==> src/rtl/shared_reg_arbiter_if.sv <==
// Requester-side bus of shared_reg_arbiter: request/data in, grant/ack/register view out.
interface shared_reg_arbiter_if #(
  parameter int unsigned NUM_REQ = 4,
  parameter int unsigned WIDTH   = 8
);
  localparam int unsigned OW = $clog2(NUM_REQ);

  logic [NUM_REQ-1:0]       req;
  logic [NUM_REQ*WIDTH-1:0] wdata;
  logic [NUM_REQ-1:0]       gnt;
  logic [NUM_REQ-1:0]       ack;
  logic [WIDTH-1:0]         q_out;
  logic [WIDTH-1:0]         q_bar;
  logic                     busy;
  logic [OW-1:0]            owner;

  modport master (
    output req, wdata,
    input  gnt, ack, q_out, q_bar, busy, owner
  );

  modport slave (
    input  req, wdata,
    output gnt, ack, q_out, q_bar, busy, owner
  );
endinterface

==> src/rtl/shared_reg_arbiter.sv <==
// Round-robin arbitrated write controller for a shared register (IDLE -> GRANT -> WRITE).
// Define SHARED_REG_ARB_FIXED_PRIO_EN for fixed lowest-index-wins priority instead.
module shared_reg_arbiter #(
  parameter int unsigned NUM_REQ = 4,
  parameter int unsigned WIDTH   = 8
) (
  input logic                 clk,
  input logic                 rst_n,
  shared_reg_arbiter_if.slave bus
);
  localparam int unsigned OW = $clog2(NUM_REQ);

  typedef enum logic [1:0] {IDLE, GRANT, WRITE} state_t;

  state_t             state, state_nxt;
  logic [NUM_REQ-1:0] gnt_r, gnt_nxt;
  logic [NUM_REQ-1:0] ack_r, ack_nxt;
  logic [WIDTH-1:0]   q_r, q_nxt;
  logic [OW-1:0]      owner_r, owner_nxt;
  logic [OW-1:0]      win;
  logic [NUM_REQ-1:0] rot;
  logic               found;
  logic               req_own;
  logic [WIDTH-1:0]   wsel;

`ifndef SHARED_REG_ARB_FIXED_PRIO_EN
  logic [OW-1:0] ptr, ptr_nxt;

  function automatic logic [OW-1:0] wrap_add(input logic [OW-1:0] base, input int unsigned off);
    int unsigned s;
    s = 32'(base) + off;
    if (s >= NUM_REQ) s = s - NUM_REQ;
    return OW'(s);
  endfunction
`endif

  // Requests are rotated so that bit 0 of rot is the highest-priority candidate.
  always_comb begin
    found = 1'b0;
    win   = '0;
`ifdef SHARED_REG_ARB_FIXED_PRIO_EN
    rot = bus.req;
`else
    rot = NUM_REQ'({bus.req, bus.req} >> ptr);
`endif
    for (int unsigned k = 0; k < NUM_REQ; k++) begin
      if (!found && rot[k]) begin
        found = 1'b1;
`ifdef SHARED_REG_ARB_FIXED_PRIO_EN
        win = OW'(k);
`else
        win = wrap_add(ptr, k);
`endif
      end
    end
  end

  always_comb begin
    wsel    = '0;
    req_own = 1'b0;
    for (int unsigned i = 0; i < NUM_REQ; i++) begin
      if (owner_r == OW'(i)) begin
        wsel    = bus.wdata[i*WIDTH +: WIDTH];
        req_own = bus.req[i];
      end
    end
  end

  always_comb begin
    state_nxt = state;
    gnt_nxt   = gnt_r;
    ack_nxt   = ack_r;
    q_nxt     = q_r;
    owner_nxt = owner_r;
`ifndef SHARED_REG_ARB_FIXED_PRIO_EN
    ptr_nxt   = ptr;
`endif
    case (state)
      IDLE: begin
        if (found) begin
          owner_nxt = win;
          gnt_nxt   = NUM_REQ'(1) << win;
          state_nxt = GRANT;
        end
      end
      GRANT: begin
        gnt_nxt = '0;
`ifndef SHARED_REG_ARB_FIXED_PRIO_EN
        ptr_nxt = wrap_add(owner_r, 1);
`endif
        if (req_own) begin
          q_nxt     = wsel;
          ack_nxt   = NUM_REQ'(1) << owner_r;
          state_nxt = WRITE;
        end else begin
          state_nxt = IDLE;
        end
      end
      WRITE: begin
        ack_nxt   = '0;
        state_nxt = IDLE;
      end
      default: begin
        gnt_nxt   = '0;
        ack_nxt   = '0;
        state_nxt = IDLE;
      end
    endcase
  end

  always_ff @(posedge clk or negedge rst_n) begin
    if (!rst_n) begin
      state   <= IDLE;
      gnt_r   <= '0;
      ack_r   <= '0;
      q_r     <= '0;
      owner_r <= '0;
`ifndef SHARED_REG_ARB_FIXED_PRIO_EN
      ptr     <= '0;
`endif
    end else begin
      state   <= state_nxt;
      gnt_r   <= gnt_nxt;
      ack_r   <= ack_nxt;
      q_r     <= q_nxt;
      owner_r <= owner_nxt;
`ifndef SHARED_REG_ARB_FIXED_PRIO_EN
      ptr     <= ptr_nxt;
`endif
    end
  end

  assign bus.gnt   = gnt_r;
  assign bus.ack   = ack_r;
  assign bus.q_out = q_r;
  assign bus.q_bar = ~q_r;
  assign bus.busy  = (state != IDLE);
  assign bus.owner = owner_r;
endmodule
==> src/flat_wrapper.sv <==
// flat-port wrapper written by rule: the top's interface ports become plain ports
module shared_reg_arbiter_flat 
#(
  parameter int unsigned NUM_REQ = 4,
  parameter int unsigned WIDTH   = 8
)
  (clk, rst_n, bus_req, bus_wdata, bus_gnt, bus_ack, bus_q_out, bus_q_bar, bus_busy, bus_owner);
  shared_reg_arbiter_if #(.NUM_REQ(NUM_REQ), .WIDTH(WIDTH)) bus_i ();
  input logic clk;
  input logic rst_n;
  input wire logic [$bits(bus_i.req)-1:0] bus_req;
  input wire logic [$bits(bus_i.wdata)-1:0] bus_wdata;
  output wire logic [$bits(bus_i.gnt)-1:0] bus_gnt;
  output wire logic [$bits(bus_i.ack)-1:0] bus_ack;
  output wire logic [$bits(bus_i.q_out)-1:0] bus_q_out;
  output wire logic [$bits(bus_i.q_bar)-1:0] bus_q_bar;
  output wire logic [$bits(bus_i.busy)-1:0] bus_busy;
  output wire logic [$bits(bus_i.owner)-1:0] bus_owner;
  assign bus_i.req = bus_req;
  assign bus_i.wdata = bus_wdata;
  assign bus_gnt = bus_i.gnt;
  assign bus_ack = bus_i.ack;
  assign bus_q_out = bus_i.q_out;
  assign bus_q_bar = bus_i.q_bar;
  assign bus_busy = bus_i.busy;
  assign bus_owner = bus_i.owner;
  shared_reg_arbiter #(.NUM_REQ(NUM_REQ), .WIDTH(WIDTH)) u_core (.clk(clk), .rst_n(rst_n), .bus(bus_i));
endmodule
==> config.mk <==
export PLATFORM = sky130hd
export DESIGN_NAME = shared_reg_arbiter_flat
export DESIGN_NICKNAME = d
export VERILOG_FILES = /design/src/rtl/shared_reg_arbiter_if.sv /design/src/rtl/shared_reg_arbiter.sv /design/src/flat_wrapper.sv
export SDC_FILE = /design/constraint.sdc
export NUM_CORES = 1
export LEC_CHECK = 0
export ABC_CLOCK_PERIOD_IN_PS = 1700
export BUFFER_PORTS_ARGS = -buffer_cell sky130_fd_sc_hd__buf_4
export CAP_MARGIN = 25
export CORE_AREA = 2 2 60 62
export CTS_CLUSTER_DIAMETER = 50
export DETAILED_ROUTE_END_ITERATION = 10
export DIE_AREA = 0 0 62 64
export PLACE_DENSITY = 0.71
export SYNTH_ARGS = -nofsm -noshare
export SYNTH_HDL_FRONTEND = slang
export SYNTH_SLANG_ARGS = --single-unit
==> constraint.sdc <==
create_clock -name clk -period 1.7 [get_ports clk]
set_input_delay 0.17 -clock clk [delete_from_list [all_inputs] [get_ports clk]]
set_output_delay 0.17 -clock clk [all_outputs]
set_load 0.02 [all_outputs]
# --- Word-level counts from Yosys, hierarchy flattened ---
# Cells that the tools add are included.
totals:
  out_inout_bits: 27
  register_bits: 22
  elab_cells: 74
  inputBits: 38
classes:
  muxes: 28
  reduce_logical: 13
  n_addsub: 9
  n_bitwise: 3
  n_shift: 3
  magnitude_cmp: 5
  n_eq_ne: 7
ops:
  columns: ["operator", "count"]
  rows:
  - ["8-bit 2-to-1 mux", 4]
  - ["2-bit 2-to-1 mux", 11]
  - ["4-bit one-hot mux with 2 select lines", 2]
  - ["3-bit >= comparator, second input constant", 4]
  - ["2-bit by 1-bit subtractor with 2-bit output, second input constant", 5]
  - ["1-bit 2-to-1 mux", 8]
  - ["4-bit 2-to-1 mux", 2]
  - ["8-bit inverter", 1]
  - ["2-bit AND reduction", 4]
  - ["1-bit by 2-bit left shift with 4-bit output, first input constant", 2]
  - ["8-bit by 2-bit right shift with 4-bit output", 1]
  - ["2-bit by 1-bit adder with 3-bit output, second input constant", 2]
  - ["2-bit by 2-bit adder with 3-bit output, second input constant", 2]
  - ["2-bit equality test, second input constant", 3]
  - ["2-bit by 1-bit equality test with 1-bit output, second input constant", 2]
  - ["2-bit zero test", 2]
  - ["2-bit by 1-bit != test with 1-bit output, second input constant", 2]
  - ["2-bit one-hot mux with 2 select lines", 1]
  - ["2-bit by 3-bit >= comparator with 1-bit output, second input constant", 1]
  - ["1-bit logical AND", 3]
  - ["1-bit zero test", 3]
  - ["1-bit inverter", 2]
  - ["2-bit nonzero test", 1]

# --- Logic depth before layout (Yosys ltp) ---
# Gate-level depths: netlist of the first run.
logic_depth:
  depth_word: 14
  mapped_depth: 8
  mapped_depth_nobuf: 6

# --- Least setup slack after synthesis of the first run ---
# Ideal clock, no wire load.
synth_timing:
  path_type: "reg-to-reg"
  from: "register u_core.owner_r[0], in the netlist u_core.bus.owner[0]"
  to: "register u_core.q_r[2], in the netlist u_core.bus.q_out[2]"
  path_buffers: 2
  period_less_slack_ns: 2.001
  slack_ns: -0.301
  t_required_ns: 1.575
  setup_time_ns: 0.125
  stages_incl_launch_ff: 9
  t_arrival_ns: 1.876
  cell_sequence: "dfrtp_1 -> inv_1 -> ha_1 -> buf_6 -> nor3b_1 -> a211oi_2 -> nor2b_4 -> buf_12 -> mux2_4"
synth_between:
  elab_chain_cells: 6
  word_cells_on_any_way: 13
  classes_between: "3 x eq/ne; 8 x mux; 2 x reduce/logical"
synth_lines:
  columns: ["element", "line", "source"]
  rows:
  - ["from (decl)", "shared_reg_arbiter.sv:19", "logic [OW-1:0] owner_r, owner_nxt;"]
  - ["from (signal assigned)", "shared_reg_arbiter.sv:126", "owner_r <= owner_nxt;"]
  - ["2-bit zero test", "shared_reg_arbiter.sv:62", "if (owner_r == OW'(i)) begin"]
  - ["1-bit 2-to-1 mux (4 in a row)", "shared_reg_arbiter.sv:62", null]
  - ["2-bit AND reduction (no source line)", null, null]
  - ["to (signal assigned)", "shared_reg_arbiter.sv:125", "q_r <= q_nxt;"]
  - ["to (decl)", "shared_reg_arbiter.sv:18", "logic [WIDTH-1:0] q_r, q_nxt;"]
# Parallel ways exist; a longest one is shown, timed or not.
# A chain may end at the register's enable or synchronous reset.

# --- Worst setup path after layout of the first run ---
layout_timing:
  from: "register u_core.owner_r[0], in the netlist u_core.bus.owner[0]"
  to: "register u_core.q_r[0], in the netlist u_core.bus.q_out[0]"
# Same word-level chain as after synthesis.

==> results of run 1 <==
[cells in the final DEF, fill, tap and decap left out, drive strengths merged, types with 4 or more instances in the layout]
| cell type | netlist | routed |
|---|---|---|
| buf | 3 | 81 |
| dfrtp | 22 | 22 |
| inv | 12 | 12 |
| nand2 | 10 | 10 |
| nor2b | 10 | 10 |
| mux2 | 8 | 8 |
| a221oi | 7 | 7 |
| o31ai | 7 | 7 |
| a21oi | 5 | 5 |
| mux2i | 4 | 4 |
| a22o | 4 | 4 |
| a32o | 4 | 4 |
| ha | 4 | 4 |
[per-stage QoR]
step | hold WS, ns | worst slack (ns) | TNS [ns] | area, um2 | std cells
CTS | 0.150 | -0.156 | -1.38 | 2070 | 248
finish | 0.157 | -0.159 | -1.42 | 2080 | 249
global route | 0.152 | -0.229 | -2.30 | 2080 | 249
floorplan | -0.126 | -0.160 | -0.877 | 1330 | 123
detailed placement | 0.0800 | -0.198 | -1.57 | 1940 | 241
global placement | 0.0731 | -0.147 | -1.08 | 1940 | 241
[worst max-delay path by stage]
stage / from / slack, ns / to
after global placement: u_core.bus.owner[1] / -0.15 / u_core.bus.q_out[4]
after global routing: u_core.bus.owner[0] / -0.23 / u_core.bus.q_out[0]
after detailed placement: u_core.bus.owner[1] / -0.20 / u_core.bus.q_out[3]
after floorplan: u_core.bus.owner[0] / -0.16 / u_core.bus.q_out[2]
final: u_core.bus.owner[0] / -0.16 / u_core.bus.q_out[0]
after CTS: u_core.bus.owner[0] / -0.16 / u_core.bus.q_out[0]
[cells in the mapped netlist (2+ instances only)]
cell      instances  share of area, %
dfrtp_1          22                42
inv_1            12               3.4
nand2_1          10               2.9
nor2b_1           9               4.3
a221oi_1          7               4.7
o31ai_1           7               4.0
a21oi_1           5               1.9
a22o_1            4               2.7
a32o_1            4               3.1
ha_1              4               3.8
mux2_2            4               3.4
mux2_4            4               4.6
mux2i_1           4               3.1
clkbuf_1          3              0.86
a211oi_2          2               1.9
buf_6             2               1.7
nand2b_1          2              0.95
nor2_1            2              0.57
o21ai_0           2              0.76
[area by class of cell]
cell class              instances  share of cell area (%)
clock buffers                   3                    1.08
clock inverters                 1                    1.44
inverters                      12                    2.28
multi-input cells              83                    34.7
flip-flops and latches         22                    26.5
well taps                      46                    2.76
repair buffers                 82                    31.2
[layer usage]
metal	GRT usage [%]	routed length, um	vias to the layer above
li1	-	-	613
met1	23.8	1610	632
met2	33.2	1860	71
met3	2.63	363	6
met4	8.51	68	0
met5	0	0	-
[registers in the layout (all words and copies together), names as in the netlist]
name              count
u_core.bus.ack        4
u_core.bus.gnt        4
u_core.bus.owner      2
u_core.bus.q_out      8
u_core.ptr            2
u_core.state          2
[worst min-delay path, stage by stage]
cell	delay, ns
buf_4	0.08
a22oi_1	0.06
mux2i_1	0.13
[cells by family after synthesis]
group | after synthesis | share of synthesized area, %
AOI/OAI and AO/OA | 38 | 23.4
adders and majority gates | 4 | 3.81
buffers and inverters | 18 | 7.53
DFF | 22 | 41.9
muxes | 12 | 11.1
and+or+nand+nor | 29 | 12.3
[power by group through the flow]
stage                     combinational [mW]  sequential [mW]  clock, mW
after global routing                    3.13             1.01      0.444
after CTS                               2.88            0.974      0.421
final                                   2.89            0.976      0.409
after floorplan                         1.45             1.18          0
after global placement                  2.63            0.965          0
after detailed placement                2.69            0.985          0
[repair_timing]
item / CTS / global route
endpoints found under the hold margin: 22 / 0
resized for setup: 11 / 1
hold buffers: 1 / 0
setup buffers: 2 / 1
pin swaps: 3 / 1
setup endpoints to repair: 12 / 13
==> impl_metrics.toml, run 1 <==
[worst_setup_path]
timing.rr.start = "u_core.bus.owner[0]"
worst_path_max_fanout = 5
worst-endpoint-arrival_ns = 2.07
crit_path_top_delay_cell = "dfrtp_2"
critical_path.reg2reg.endpoint = "u_core.bus.q_out[0]"
worst_path_largest_cell_delay_ns = 0.48
r2r_slack_ns = -0.16
critical_setup_path_class = "flop to flop"
cp-start-kind = "flop"
worst_setup_path_end_kind = "flop"
instance_count_on_the_critical_path = 6
timing.reg2reg.worst_path_depth = 6
worst-endpoint-required_ns = 1.91
path_cells = "ha_2 -> nor2b_1 -> a211oi_2 -> nor2b_4 -> buf_12 -> mux2_4"
critPathBufInv = 1
critical-path-top-delay-family = "flip-flops"

[final_layout]
multi_input_comb_area_um2 = 722
seqCellArea_um2 = 553
area_growth_synth_to_finish_pct = 58.7
layout_fillers = 289
utilization_pct = 63.4
post_route_cells_drive_above_1_share_pct = 53.7
antenna_cells_inserted = 0
nets = 246

[timing]
timing_hold_violations_final = 0
fmaxAchievable_mhz = 538
maxSlewHeadroom_pct = 68.7
setup_violations = 11
postLayoutSetupSlackWorst_ns = -0.159
grt_setup_unrepaired = "yes"
finalWorstPathRequiredPeriod_ns = 1.86
slew_limit_fails = 0
max_slew.worst_pin.slew_ns = 0.464
post-route-period-util_pct = 109
finClkSkew_ns = 0.00863

[global_routing]
first_global_vias = 1322
number_of_antenna_violations_at_the_first_check_in_global_routing = 0
gr-total-overflow = 0
grt_max_degree = 23
grt_pass1_wl_um = 5850
gr-usage-all-layers_pct = 19.6

[hold_path]
number_of_instances_on_the_worst_hold_path = 3
hold_path.startpoint = "bus_wdata[30]"
hold_end = "u_core.bus.q_out[6]"
hold_path.class = "input pin to flop"

[synth]
synth_top_flop_cell = "dfrtp_1"
number_of_enable_type_register_cells_in_the_synthesized_netlist = 0
postSynthNetCount = 165
ys_seq_area_share_pct = 41.9
postSynthCellCount = 123
post_synth.cell_area_avg_um2 = 10.7
synthesis.yosys.warnings = 0
syn_area_mm2 = 0.00131
synth_async_sr_flop_share_pct = 100
synth.lib_cells_used.distinct = 33
yosys_register_bits = 22

[floorplan]
design.die.area_mm2 = 0.00397
dieWidth_um = 62
row_count = 21
die_y_um = 64
floorplan.io_pins = 65
coreArea_mm2 = 0.00328
floorplan.initialDensity_pct = 40.0

[power_and_ir_drop]
combPwrFrac_pct = 67.6
sequentialPowerShare_pct = 22.8
intPower_mw = 2.52
peakVddDrop_v = 0.00104
leakage_nw = 1.01
totalPowerFinal_mw = 4.27
power_switching_share_pct = 41.1
p_per_area_mw_per_mm2 = 2050
net-switching-power_mw = 1.76
power_frac_clock_pct = 9.6

[placement]
gpl.final_weighted_congestion = 0.739
io_buffer_count = 64
post-dp-hpwl_um = 2990

[flow_run]
total_of_max_cap_violations = 0

[detailed_routing]
avgRoutedWirePerCell_um = 15.7
final_antenna_net_count = 0
totalWireLength_um = 3900
drt_pass1_iterations = 5
via_per_inst = 5.31
drtIter0Drc = 116
vias = 1322
drc_errors = 0

[outcome]
status = "finished, violations left"
violated_checks = "negative setup slack"

[clock_tree]
cts_root_buffer = "clkbuf_4"
cts_max_path_buffers = 2
clk_transition_reported_paths_ns = 0.14
tritoncts_clock_tree = "done"
htreeDepth = 1
worst_skew_pair.late_latency_ns = 0.31
numCtsBuffers = 3
cts.sinks = 22
No activity file was read; power rests on OpenSTA's default activity.
==> run 2, diff against run 1 <==
ABC_AREA = 1   (was default)
CORE_AREA = 2 2 65 67   (was 2 2 60 62)
CTS_BUF_LIST = sky130_fd_sc_hd__clkbuf_4   (was default)
DIE_AREA = 0 0 67 69   (was 0 0 62 64)
PLACE_DENSITY = 0.68   (was 0.71)
SKIP_LAST_GASP = 1   (was default)
==> run 2 against run 1 <==
Against the previous run:
- the run now ends clean
- routed wire length increased by 6.0%
- first-iteration DRC count decreased by 52%
- sequential power decreased by 2%
- critical endpoint is now u_core.bus.q_out[5]
- largest power group unchanged
==> impl_metrics.toml, run 2 <==
[floorplan]
design.die.area_mm2 = 0.00462
die_y_um = 69
dieWidth_um = 67
row_count = 23
floorplan.io_pins = 65
floorplan.initialDensity_pct = 39.8
coreArea_mm2 = 0.00391

[final_layout]
final_cells = 321
antenna_cells_inserted = 0
layout_fillers = 383
nets = 314
utilization_pct = 58.5
layout.cells.most_common = "buf_4"
mostFrequentLayoutCells = "buf_4, nand2_1, inv_1"
multi_input_comb_area_um2 = 893
post_route_cells_drive_above_1_share_pct = 47.2
seqCellArea_um2 = 554
post-route-cell-area_mm2 = 0.00229
largest_register_ffs = 8
area_growth_synth_to_finish_pct = 47.2

[global_routing]
grt_max_degree = 23
grt_pass1_wl_um = 6510
first_global_vias = 1380
gr-total-overflow = 0
number_of_antenna_violations_at_the_first_check_in_global_routing = 0
gr-usage-all-layers_pct = 17.9

[timing]
finalWorstPathRequiredPeriod_ns = 1.66
slew_limit_fails = 0
fmaxAchievable_mhz = 602
grt_setup_unrepaired = "yes"
setup_violations = 0
finClkSkew_ns = 0.00381
max_slew.worst_pin.slew_ns = 0.455
timing_hold_violations_final = 0
maxSlewHeadroom_pct = 69.6
post-route-period-util_pct = 97.7
postLayoutSetupSlackWorst_ns = 0.0394

[clock_tree]
cts_root_buffer = "clkbuf_4"
cts_max_path_buffers = 2
clk_transition_reported_paths_ns = 0.12
worst_skew_pair.late_latency_ns = 0.31
tritoncts_clock_tree = "done"
htreeDepth = 1
numCtsBuffers = 3
cts.sinks = 22

[flow_run]
total_of_max_cap_violations = 0

[hold_path]
hold_path.class = "input pin to flop"
hold_end = "u_core.bus.q_out[4]"
hold_path.startpoint = "bus_wdata[28]"
number_of_instances_on_the_worst_hold_path = 3

[power_and_ir_drop]
peakVddDrop_v = 0.000950
p_per_area_mw_per_mm2 = 1970
totalPowerFinal_mw = 4.52
leakage_nw = 1.19

[detailed_routing]
via_per_inst = 4.92
avgRoutedWirePerCell_um = 12.9
drtIter0Drc = 56
drt_pass1_iterations = 4
vias = 1580
final_antenna_net_count = 0
drc_errors = 0
totalWireLength_um = 4130

[synth]
postSynthCellCount = 196
synth_area_leaders = "dfrtp_1, nand2_1, inv_1"
number_of_enable_type_register_cells_in_the_synthesized_netlist = 0
ys_seq_area_share_pct = 35.4
syn_area_mm2 = 0.00156
synth_top_flop_cell = "dfrtp_1"
synthDominantCellAreaShare_pct = 35.4
postSynthNetCount = 238
synth.lib_cells_used.distinct = 27
synth_common_cells = "nand2_1, inv_1, dfrtp_1, nand3_1, o21ai_0"
post_synth.cell_area_avg_um2 = 7.94
synth.most_common_cell = "nand2_1"
yosys_register_bits = 22
synth_async_sr_flop_share_pct = 100
synthesis.yosys.warnings = 0
synth_largest_area_cell = "dfrtp_1"

[placement]
dpl_worst_slack_ns = 0.0161
placedInstanceArea_mm2 = 0.00211
post-dp-hpwl_um = 3150
io_buffer_count = 64
place.detailed.instances = 310
gpl.final_weighted_congestion = 0.771

[worst_setup_path]
cp-start-kind = "flop"
critical_setup_path_class = "flop to flop"
worst_path_max_fanout = 5
timing.rr.start = "u_core.bus.owner[0]"
worst-endpoint-arrival_ns = 1.88
r2r_slack_ns = 0.04
critical_path.reg2reg.endpoint = "u_core.bus.q_out[5]"
timing.reg2reg.worst_path_depth = 9
worst-endpoint-required_ns = 1.92
worst_setup_path_end_kind = "flop"

[outcome]
status = "completed"
-- run 2: layer usage --
layer	part of all wire [%]	track usage (%)	vias up	routed length, um
li1	-	-	796	-
met1	45	23.8	750	1840
met2	51	29.9	30	2100
met3	3.7	3.92	4	151
met4	0.87	2.72	0	36
met5	0	0	-	0
-- run 2: logic make-up (layout without fill, tap and decap cells) --
group | after synthesis | after routing | share of synthesized area [%]
and+or+nand+nor | 90 | 90 | 29.9
adders and majority gates | 4 | 4 | 3.22
DFF | 22 | 22 | 35.4
muxes | 8 | 8 | 5.14
buffers and inverters | 36 | 111 | 10.9
xor gates and xnor gates | 1 | 1 | 0.563
AOI/OAI and AO/OA | 35 | 35 | 15.0
-- run 2: cell type report --
cell class | instances | share of cell area (%)
sequential | 22 | 24.2
timing repair buffer | 78 | 28.1
clock buffer | 3 | 0.983
tap | 50 | 2.73
inverter | 29 | 4.86
multi-input combinational | 138 | 39.0
clock inverter | 1 | 0.164
-- run 2: worst max path at each step --
stage | startpoint | endpoint | slack (ns) | cells past startpoint
2_1_floorplan | u_core.bus.owner[1] | u_core.bus.q_out[0] | 0.002 | 12
3_3_place_gp | u_core.bus.owner[0] | u_core.bus.q_out[3] | 0.09 | 12
3_5_place_dp | u_core.bus.owner[0] | u_core.bus.q_out[6] | 0.02 | 12
4_1_cts | u_core.bus.owner[0] | u_core.bus.q_out[6] | 0.03 | 9
5_1_grt | u_core.bus.owner[0] | u_core.bus.ack[0] | -0.07 | 11
6_report | u_core.bus.owner[0] | u_core.bus.q_out[5] | 0.04 | 9
-- run 2: through the flow --
stage          setup TNS, ns  hold WS [ns]
2_1_floorplan              0        -0.126
3_3_place_gp               0        0.0746
3_5_place_dp               0        0.0766
4_1_cts                    0         0.114
5_1_grt               -0.557         0.120
6_report                   0         0.117
-- run 2: power by group --
group | leakage [nW] | switching, mW | internal [mW]
Clock | 0.0154 | 0.164 | 0.0860
Combinational | 0.892 | 1.89 | 1.42
Sequential | 0.282 | 0.215 | 0.743
-- run 2: critical path, stage by stage, from the launching register on --
cell       delay (ns)
dfrtp_2          0.46
inv_2            0.09
buf_4            0.11
ha_1             0.18
inv_2            0.06
o211ai_2         0.20
nand3_4          0.16
clkbuf_16        0.21
nand2_2          0.05
o21ai_2          0.05
-- run 2: timing repair --
item	CTS	global route
hold buffers	1	0
endpoints found under the hold margin	22	0
endpoints found under the setup margin	7	18
gates resized for setup	2	18
gates cloned	0	3
pin swaps	0	3
setup buffers	1	2
==> run 3, diff against run 2 <==
CORE_AREA = 2 2 70 72   (was 2 2 65 67)
DIE_AREA = 0 0 72 74   (was 0 0 67 69)
PLACE_DENSITY = 0.6   (was 0.68)
SLEW_MARGIN = 25   (was default)
==> run 3 against run 2 <==
Against the previous run:
- register-to-register slack better by 0.03 ns
- clock skew is 0.0071 ns higher
- via count is 4.4% lower
- global-route usage is 2.9 points lower
- sequential share of layout area is 0.38 points lower
- highest routed layer unchanged
- setup slack better by 0.027 ns
- largest power group unchanged
- power is 3.3% higher
==> impl_metrics.toml, run 3 (synthesis results as in run 2) <==
[outcome]
status = "completed"

[final_layout]
post_route_cells_drive_above_1_share_pct = 47.8
layout.cells.most_common = "buf_4"
mostFrequentLayoutCells = "buf_4, nand2_1, inv_1"
antenna_cells_inserted = 0
largest_register_ffs = 8
area_growth_synth_to_finish_pct = 49.5
nets = 315

[floorplan]
design.die.area_mm2 = 0.00533
coreArea_mm2 = 0.00460
die_y_um = 74
dieWidth_um = 72
row_count = 25
floorplan.initialDensity_pct = 33.9
floorplan.io_pins = 65

[clock_tree]
numCtsBuffers = 3
clk_transition_reported_paths_ns = 0.14
cts.sinks = 22
tritoncts_clock_tree = "done"
cts_max_path_buffers = 2
worst_skew_pair.late_latency_ns = 0.31
cts_root_buffer = "clkbuf_4"
htreeDepth = 1

[timing]
grt_setup_unrepaired = "yes"
postLayoutSetupSlackWorst_ns = 0.0668
finalWorstPathRequiredPeriod_ns = 1.63
slew_limit_fails = 0
worst_hold_slack_ns = 0.122
post-route-period-util_pct = 96.1
max_slew.worst_pin.slew_ns = 0.307
maxSlewHeadroom_pct = 79.4
finClkSkew_ns = 0.0110
fmaxAchievable_mhz = 612
setup_violations = 0
totalNegativeSetupSlack_ns = 0
timing_hold_violations_final = 0

[power_and_ir_drop]
totalPowerFinal_mw = 4.67
peakVddDrop_v = 0.000669
leakage_nw = 1.21
p_per_area_mw_per_mm2 = 2010

[global_routing]
gr-usage-met3_pct = 2.71
grt_use_met2_pct = 25.6
busiest_layer = "met2"
grt_pass1_wl_um = 6330
gr-total-overflow = 0
first_global_vias = 1410
grt_max_degree = 23
number_of_antenna_violations_at_the_first_check_in_global_routing = 0
gr-usage-all-layers_pct = 15.0
grtUsageMet1_pct = 20.2

[worst_setup_path]
r2r_slack_ns = 0.07
worst_path_max_fanout = 5
critPathLaunch = "u_core.bus.owner[0]"
cp-start-kind = "flop"
cp-endpoint = "u_core.bus.q_out[4]"
worst-endpoint-required_ns = 1.92
critical_path.reg2reg.endpoint = "u_core.bus.q_out[4]"
worst_setup_path_end_kind = "flop"
critical_setup_path_class = "flop to flop"
timing.rr.start = "u_core.bus.owner[0]"
timing.reg2reg.worst_path_depth = 12
worst-endpoint-arrival_ns = 1.86

[placement]
post-dp-hpwl_um = 3040
gpl.final_weighted_congestion = 0.798
dpl_worst_slack_ns = 0.0381
io_buffer_count = 64

[detailed_routing]
final_antenna_net_count = 0
drc_errors = 0
avgRoutedWirePerCell_um = 12.2
totalWireLength_um = 3970
vias = 1510
drt_pass1_iterations = 4
via_per_inst = 4.63
drtIter0Drc = 49

[flow_run]
total_of_max_cap_violations = 0

[hold_path]
hold_path.class = "input pin to flop"
==> run 3: cell types whose count changed in the layout (fill, tap and decap cells not counted) <==
| cell | delta |
|---|---|
| inv_2 | -2 |
| o21ai_2 | +1 |
| o21ai_1 | -2 |
| nand2_2 | +1 |
| o21ai_0 | +1 |
| nand2_4 | -1 |
| clkinv_1 | -1 |
| buf_6 | -1 |
| bufinv_16 | +1 |
| inv_4 | +1 |
| inv_1 | +1 |
| buf_4 | +2 |
==> run 3: how the worst min path moves through the flow <==
stage / start / to / slack (ns) / cells after the start
after floorplan: rst_n / u_core.bus.ack[0] / -0.13 / 0
after global placement: rst_n / u_core.bus.gnt[3] / 0.07 / 1
after detailed placement: rst_n / u_core.bus.gnt[3] / 0.08 / 1
after CTS: bus_wdata[25] / u_core.bus.q_out[1] / 0.11 / 3
after global routing: bus_wdata[28] / u_core.bus.q_out[4] / 0.11 / 3
final: bus_wdata[29] / u_core.bus.q_out[5] / 0.12 / 3
==> run 3: timing repair <==
| action | in CTS | in global routing |
|---|---|---|
| buffers inserted | 0 | 2 |
| hold endpoints to repair | 22 | 0 |
| gates resized for setup | 0 | 18 |
| hold buffers | 1 | 0 |
| endpoints found under the setup margin | 0 | 18 |
==> run 3: worst max-delay path: stages (launching register included) <==
cell,delay [ns]
dfrtp_2,0.46
inv_2,0.09
ha_4,0.14
inv_4,0.04
nor2_8,0.08
nand2_2,0.06
o21ai_2,0.05
nand2_1,0.07
o211ai_2,0.09
nand3_4,0.17
clkbuf_16,0.20
nand2_1,0.06
o21ai_2,0.05
==> run 3: area by class of cell <==
type | count | area (um2)
timing repair buffer | 79 | 647
clock inverter | 1 | 30.0
sequential | 22 | 554
fill | 448 | 2270
tap | 54 | 67.6
multi-input combinational | 138 | 892
clock buffer | 3 | 22.5
inverter | 29 | 114
==> run 3: metal layers <==
| layer | share of wire [%] | vias to the layer above |
|---|---|---|
| met5 | 0 | - |
| met4 | 0.53 | 0 |
| met3 | 4.2 | 2 |
| met2 | 48 | 37 |
| met1 | 47 | 676 |
| li1 | - | 795 |
==> run 3: report_power, final <==
part           internal [mW]  switching [mW]
clock network          0.238           0.169
registers              0.743           0.210
logic                   1.43            1.88
==> run 3: metrics by stage <==
step                instance area [um2]  cells  utilization [%]
floorplan                          1560    196                -
global route                       2330    326             50.6
global placement                   2130    316             46.3
CTS                                2190    321             47.7
finish                             2330    326             50.6
detailed placement                 2130    316             46.3
